<file path="src/rtl/seg_scan_ctrl.sv">
// seg_scan_ctrl: 8-digit seven-segment scanner with blank interval, hex decode and frame-aligned double-buffered writes
module seg_scan_ctrl #(
  parameter int DWELL = 1000,
  parameter int BLANK = 50
) (
  input  logic        clk_div,
  input  logic        rst_n,
  input  logic        en,
  input  logic [7:0]  digit_mask,
  input  logic        wr_valid,
  input  logic [31:0] wr_data,
  input  logic [7:0]  wr_dp,
  output logic        wr_ready,
  output logic [7:0]  select,
  output logic [7:0]  seg,
  output logic        frame_done
);
  localparam int CW = $clog2(DWELL);
  logic [2:0]    idx;
  logic [CW-1:0] cnt;
  logic [31:0]   active_data, pend_data;
  logic [7:0]    active_dp, pend_dp;
  logic          pend_flag;
  logic          last;
  logic [3:0]    nib;
  function automatic logic [6:0] hex7(input logic [3:0] v);
    case (v)
      4'h0: hex7 = 7'h40;
      4'h1: hex7 = 7'h79;
      4'h2: hex7 = 7'h24;
      4'h3: hex7 = 7'h30;
      4'h4: hex7 = 7'h19;
      4'h5: hex7 = 7'h12;
      4'h6: hex7 = 7'h02;
      4'h7: hex7 = 7'h78;
      4'h8: hex7 = 7'h00;
      4'h9: hex7 = 7'h10;
      4'hA: hex7 = 7'h08;
      4'hB: hex7 = 7'h03;
      4'hC: hex7 = 7'h46;
      4'hD: hex7 = 7'h21;
      4'hE: hex7 = 7'h06;
      default: hex7 = 7'h0E;
    endcase
  endfunction
  always_comb begin
    last       = cnt == CW'(DWELL - 1);
    frame_done = en && idx == 3'd0 && last;
    wr_ready   = ~pend_flag;
    nib        = active_data[idx*4 +: 4];
    select     = (en && cnt >= CW'(BLANK) && digit_mask[idx]) ? 8'(1) << idx : 8'h00;
    seg        = select == 8'h00 ? 8'hFF : {~active_dp[idx], hex7(nib)};
  end
  always_ff @(posedge clk_div or negedge rst_n) begin
    if (!rst_n) begin
      idx         <= 3'd7;
      cnt         <= '0;
      active_data <= '0;
      active_dp   <= '0;
      pend_data   <= '0;
      pend_dp     <= '0;
      pend_flag   <= 1'b0;
    end else begin
      if (en) begin
        cnt <= last ? '0 : cnt + 1'b1;
        idx <= last ? idx - 1'b1 : idx;
      end
      if (frame_done && pend_flag) begin
        active_data <= pend_data;
        active_dp   <= pend_dp;
        pend_flag   <= 1'b0;
      end else if (wr_valid && wr_ready) begin
        pend_data <= wr_data;
        pend_dp   <= wr_dp;
        pend_flag <= 1'b1;
      end
    end
  end
endmodule

</file>
<file path="config.mk">
export PLATFORM = sky130hd
export DESIGN_NAME = seg_scan_ctrl
export DESIGN_NICKNAME = d
export VERILOG_FILES = /design/src/rtl/seg_scan_ctrl.sv
export SDC_FILE = /design/constraint.sdc
export NUM_CORES = 1
export LEC_CHECK = 0
export BUFFER_PORTS_ARGS = -buffer_cell sky130_fd_sc_hd__buf_2
export CAP_MARGIN = 15
export CORE_ASPECT_RATIO = 0.9
export CORE_MARGIN = 5
export CORE_UTILIZATION = 57
export CTS_CLUSTER_DIAMETER = 120
export DETAILED_ROUTE_END_ITERATION = 10
export PLACE_DENSITY_LB_ADDON = 0.12
export RECOVER_POWER = 100
export SYNTH_ARGS = -nofsm -noshare
export SYNTH_HDL_FRONTEND = slang
export SYNTH_SLANG_ARGS = --single-unit
</file>
<file path="constraint.sdc">
create_clock -name clk_div -period 3.3 [get_ports clk_div]
set_input_delay 0.495 -clock clk_div [delete_from_list [all_inputs] [get_ports clk_div]]
set_output_delay 0.495 -clock clk_div [all_outputs]
set_load 0.02 [all_outputs]
</file>
# --- Word-level counts from Yosys, hierarchy flattened ---
# Memory sizes are Yosys's and may differ from the RTL's.
# Index checks and enable logic that the tools add are counted.
# Widths: inputs -> output; s select.
totals:
  register_bits: 94
  rom_bits: 112
  input_bits: 52
  out_inout_bits: 18
  memories: 1
op_classes:
  n_addsub: 2
  order_cmp: 2
  n_eq_ne: 1
  shifts: 2
  muxes: 9
  bitwise_logic: 3
  reduce_logical: 11
memory_table:
  columns: ["memory", "words", "width", "read_ports", "rd_clocked_by_memory_dff", "write_ports", "line", "source"]
  rows:
  - ["(no name shown)", 16, 7, 1, 0, 0, "27", "case (v)"]
op_table:
  columns: ["operator", "n"]
  rows:
  - ["$shiftx 32x6->4", 1]
  - ["$mux 8", 2]
  - ["$add 10x1->10 const B", 1]
  - ["$eq 10x10->1 const B", 1]
  - ["$ge 10x6->1 const B", 1]
  - ["$mux 10", 1]
  - ["$logic_not 8->1", 1]
  - ["$shl 1x3->8 const A", 1]
  - ["$bmux 1 s3", 2]
  - ["$logic_and 1x1->1", 6]
  - ["$lt 3x4->1 const B", 1]
  - ["$mux 1", 4]
  - ["$reduce_and 2->1", 2]
  - ["$logic_not 3->1", 1]
  - ["$not 1->1", 3]
  - ["$sub 3x1->3 const B", 1]
  - ["$reduce_bool 2->1", 1]

# --- Longest topological paths before layout ---
logic_depth:
  depth_word: 6
  depth_mapped: 9
  mapped_depth_nobuf: 8

# --- Worst setup path after synthesis ---
# No wires, ideal clock.
synth_path:
  path_type: "register to output"
  start: "register idx[1]"
  end: "output seg[5]"
  arrival_time_ns: 2.378
  path_slack_ns: 0.427
  stages_incl_launch_ff: 10
  path_buffers: 1
  cell_sequence: "dfstp_2 -> buf_2 -> mux4_2 -> nand2_1 -> and2_1 -> inv_1 -> ha_1 -> nand2b_1 -> a21oi_1 -> or3_1"
synth_between:
  elab_chain_cells: 6
  word_cells_on_any_way: 9
synth_lines:
  columns: ["item", "line", "source"]
  rows:
  - ["start: declaration", "19", "logic [2:0] idx;"]
  - ["start signal: assignment", "66", "idx <= last ? idx - 1'b1 : idx;"]
  - ["branches (longest 5 deep; another with $mem_v2 16x7)", null, null]
  - ["$mux 8 *", "52", "seg = select == 8'h00 ? 8'hFF : {~active_dp[idx], hex7(nib)};"]
  - ["end: declaration", "15", "output logic [7:0] seg,"]
# Mark *: on every way between the ends. The select of a mux whose other input is x is not followed.

# --- Worst setup path after layout ---
layout_path:
  start: "register idx[0]"
  end: "output seg[5]"
# Same word-level chain as after synthesis.

==> metrics.md <==
| Metric | Value |
|---|---|
| Number of global-route vias before repair | `3008` |
| Unique masters post-synth | `49` |
| Initial DRC count | `78` |
| Power Dens Cells | `438 mW/mm^2` |
| Gr ovfl total | `0` |
| Clock root cell | `clkbuf_8` |
| Max incr delay on CP | `0.63 ns` |
| Clock Latency Late Sink | `0.35 ns` |
| Cell mode on critical path | `buf_6` |
| Slew headroom | `-67.1%` |
| Least-Margin Pin Slew | `2.51 ns` |
| Critical-path top delay cell | `dfstp_2` |
| Crit path capture type | `output port` |
| Final wirelength | `8.95 mm` |
| CP Cell Sequence | `buf_6 > mux4_2 > mux2_4 > ha_4 > nand2_2 > a21oi_2 > or3_4 > buf_6` |
| Primary FF master, synth | `dfrtp_1` |
| Tmin final | `3.28 ns` |
| Worst setup margin | `0.0211 ns` |
| Status | `complete, but fails checks` |
| Syn_area_per_cell | `14.4 um^2` |
| Cts hold-fix bufs | `0` |
| Max FO, Critical Path | `4` |
| Largest net degree at the start of global routing | `47` |
| Num CTS Buffers | `9` |
| Crit path max-delay family | `multiplexers` |
| Tcrit/Tclk final | `99.4%` |
| Worst setup path class | `flip-flop to output port` |
| Clock Path Buffers | `2` |
| Core Footprint | `0.00803 mm^2` |
| Die Y-Extent | `95.8 um` |
| Reg clk slew, reported paths | `0.10 ns` |
| Routability cong. | `0.887` |
| Share of cells above drive strength 1 | `43.6%` |
| Synthesized cell area | `0.00467 mm^2` |
| Asr flop ratio synth | `100%` |
| Dpl cell area | `0.00513 mm^2` |
| WL per Instance | `17.3 um` |
| Post-Syn Nets | `388` |
| DP Worst Slack | `0.320 ns` |
| Final-report setup violation count | `0` |
| Max Fclk | `0.305 GHz` |
| Pre-antenna DRT Iters | `5` |
| Crit start category | `flip-flop` |
| TritonCTS clock tree | `yes` |
| DRC | `0` |
| Via density | `5.51` |
| Worst hold margin | `0.364 ns` |
| Filler instances | `646` |
| CP required | `2.80 ns` |
| VDD IR max | `0.314 mV` |
| Synthesis-stage register bit count | `94` |
| Final hold viol count | `0` |
| Leak pwr | `2.60 nW` |
| Die W | `105 um` |
| Final nets | `477` |
| DIE AREA | `0.0101 mm^2` |
| CP startpoint | `idx[0]` |
| Antenna violations before repair | `0` |
| Diode count | `0` |
| R2r startpoint | `cnt[1]` |
| Num ports | `70` |
| Total GRT Usage | `18.6%` |
| Layout area overhead | `14.6%` |
| First-pass GRT wire length | `14.8 mm` |
| Hpwl dp | `6.12 mm` |
| Clock Skews | `0.00941 ns` |
| Number of port buffers | `69` |
| Starting Density | `58.1%` |
| Seq/Total Area, Yosys | `50.5%` |
| HP Start | `wr_dp[2]` |
| Synth warnings | `0` |
| Final instance area | `0.00535 mm^2` |
| H-tree depth reported by CTS | `3` |
| Antenna-violating nets left | `0` |
| Max-Cap Viols | `1` |
| RSZ-0062 raised after global routing | `yes` |
| Fin. max-slew vios | `47` |
| Row count | `31` |
| Worst Hold Class | `input pin to flip-flop` |
| Utilization after layout | `66.6%` |
| Crit path DAT | `2.78 ns` |
| Sink Count | `94` |
| Failing checks | `capacitance limit, slew limit` |
| Post-synthesis cell count | `323` |
| CP bufs+invs | `2` |
| EDFF count, synth | `0` |
| Via count | `2845` |
## worst paths after layout
path	to	slack [ns]	cells after the start
worst max-delay path	seg[5]	0.02	8
worst min-delay path	pend_dp[2]	0.36	2
worst max register to register	active_data[21]	0.36	6
worst min register to register	active_data[1]	0.49	1
max in group asynchronous	pend_dp[4]	0.67	2
min in group asynchronous	cnt[0]	0.91	1
## state kept, by name (all words and copies together) (netlist names)
name / flops
pend_flag: 1
active_dp: 8
pend_dp: 8
cnt: 10
idx: 3
active_data: 32
pend_data: 32
## cells in the mapped netlist (all sizes together), types with 2 or more instances
master | instances | share of area [%]
a211o | 4 | 0.75
a21o | 2 | 0.32
a21oi | 2 | 0.21
and2 | 9 | 1.2
buf | 9 | 1.8
clkbuf | 4 | 0.32
dfrtp | 91 | 49
dfstp | 3 | 1.7
ha | 13 | 3.5
inv | 10 | 0.80
mux2 | 82 | 23
mux2i | 6 | 1.3
mux4 | 12 | 6.2
nand2 | 14 | 1.1
nand3 | 4 | 0.54
nand4 | 2 | 0.27
nand4b | 2 | 0.70
nor2 | 14 | 1.1
nor3 | 4 | 0.43
nor3b | 2 | 0.43
nor4 | 4 | 0.86
o21ai | 5 | 0.54
or2 | 2 | 0.32
or3 | 3 | 0.40
xnor2 | 7 | 1.3
## cells by family (layout without fill, tap and decap cells)
kind of cell | count (synthesis) | after routing | synth area share (%)
and+or+nand+nor | 67 | 67 | 8.55
DFF | 94 | 94 | 50.5
buffers and inverters | 23 | 117 | 2.95
xor gates and xnor gates | 7 | 7 | 1.31
AOI/OAI and AO/OA | 19 | 19 | 2.82
muxes | 100 | 100 | 30.4
adders and majority gates | 13 | 13 | 3.49
## power by group
part	switching [mW]	total [mW]	internal, mW
combinational	0.143	0.311	0.168
sequential	0.0863	1.33	1.24
clock	0.419	0.704	0.285
## through the flow
step	setup TNS (ns)	power (mW)	cells
after global routing	-0.311	2.48	516
after detailed placement	0	1.65	487
after global placement	0	1.64	487
after floorplan	0	1.52	323
final	0	2.34	516
after CTS	0	2.36	505
## layout by cell type (no fill, tap or decap), types with 4 or more instances in the layout
cell type  Yosys  layout
inv_1          9       7
o21ai_0        4       4
buf_4          1      12
nor3_1         4       4
mux2_1         0      38
nor4_1         3       4
mux4_2         7      11
and2_1         9       8
dfrtp_1       91      91
buf_2          2      61
clkbuf_8       0       9
nand2_1       14      13
ha_1          13       8
mux2_2        43      41
buf_6          6      10
xnor2_1        7       7
nor2_1        14      14
a211o_1        4       4
mux2i_1        6       5
## layer usage
metal	GRT usage (%)	wire (um)	up-vias
met2	30.4	4330	75
met1	24.6	4090	1426
met3	5.97	493	4
met5	0	0	-
met4	3.93	46	0
li1	-	-	1340
## final cells by class
class	count	area, um^2	share of cell area (%)
sequential	94	2360	44.1
multi-input combinational	206	2080	39.0
timing repair buffer	91	557	10.4
clock buffer	9	124	2.32
tap	99	124	2.32
clock inverter	7	56.3	1.05
inverter	10	43.8	0.819
## repair_timing
item | CTS | global route
pin swaps | 0 | 11
buffers inserted | 2 | 11
gates cloned | 0 | 1
gates resized for setup | 3 | 42
endpoints found under the setup margin | 7 | 7
Power figures use the tool's default switching activity.
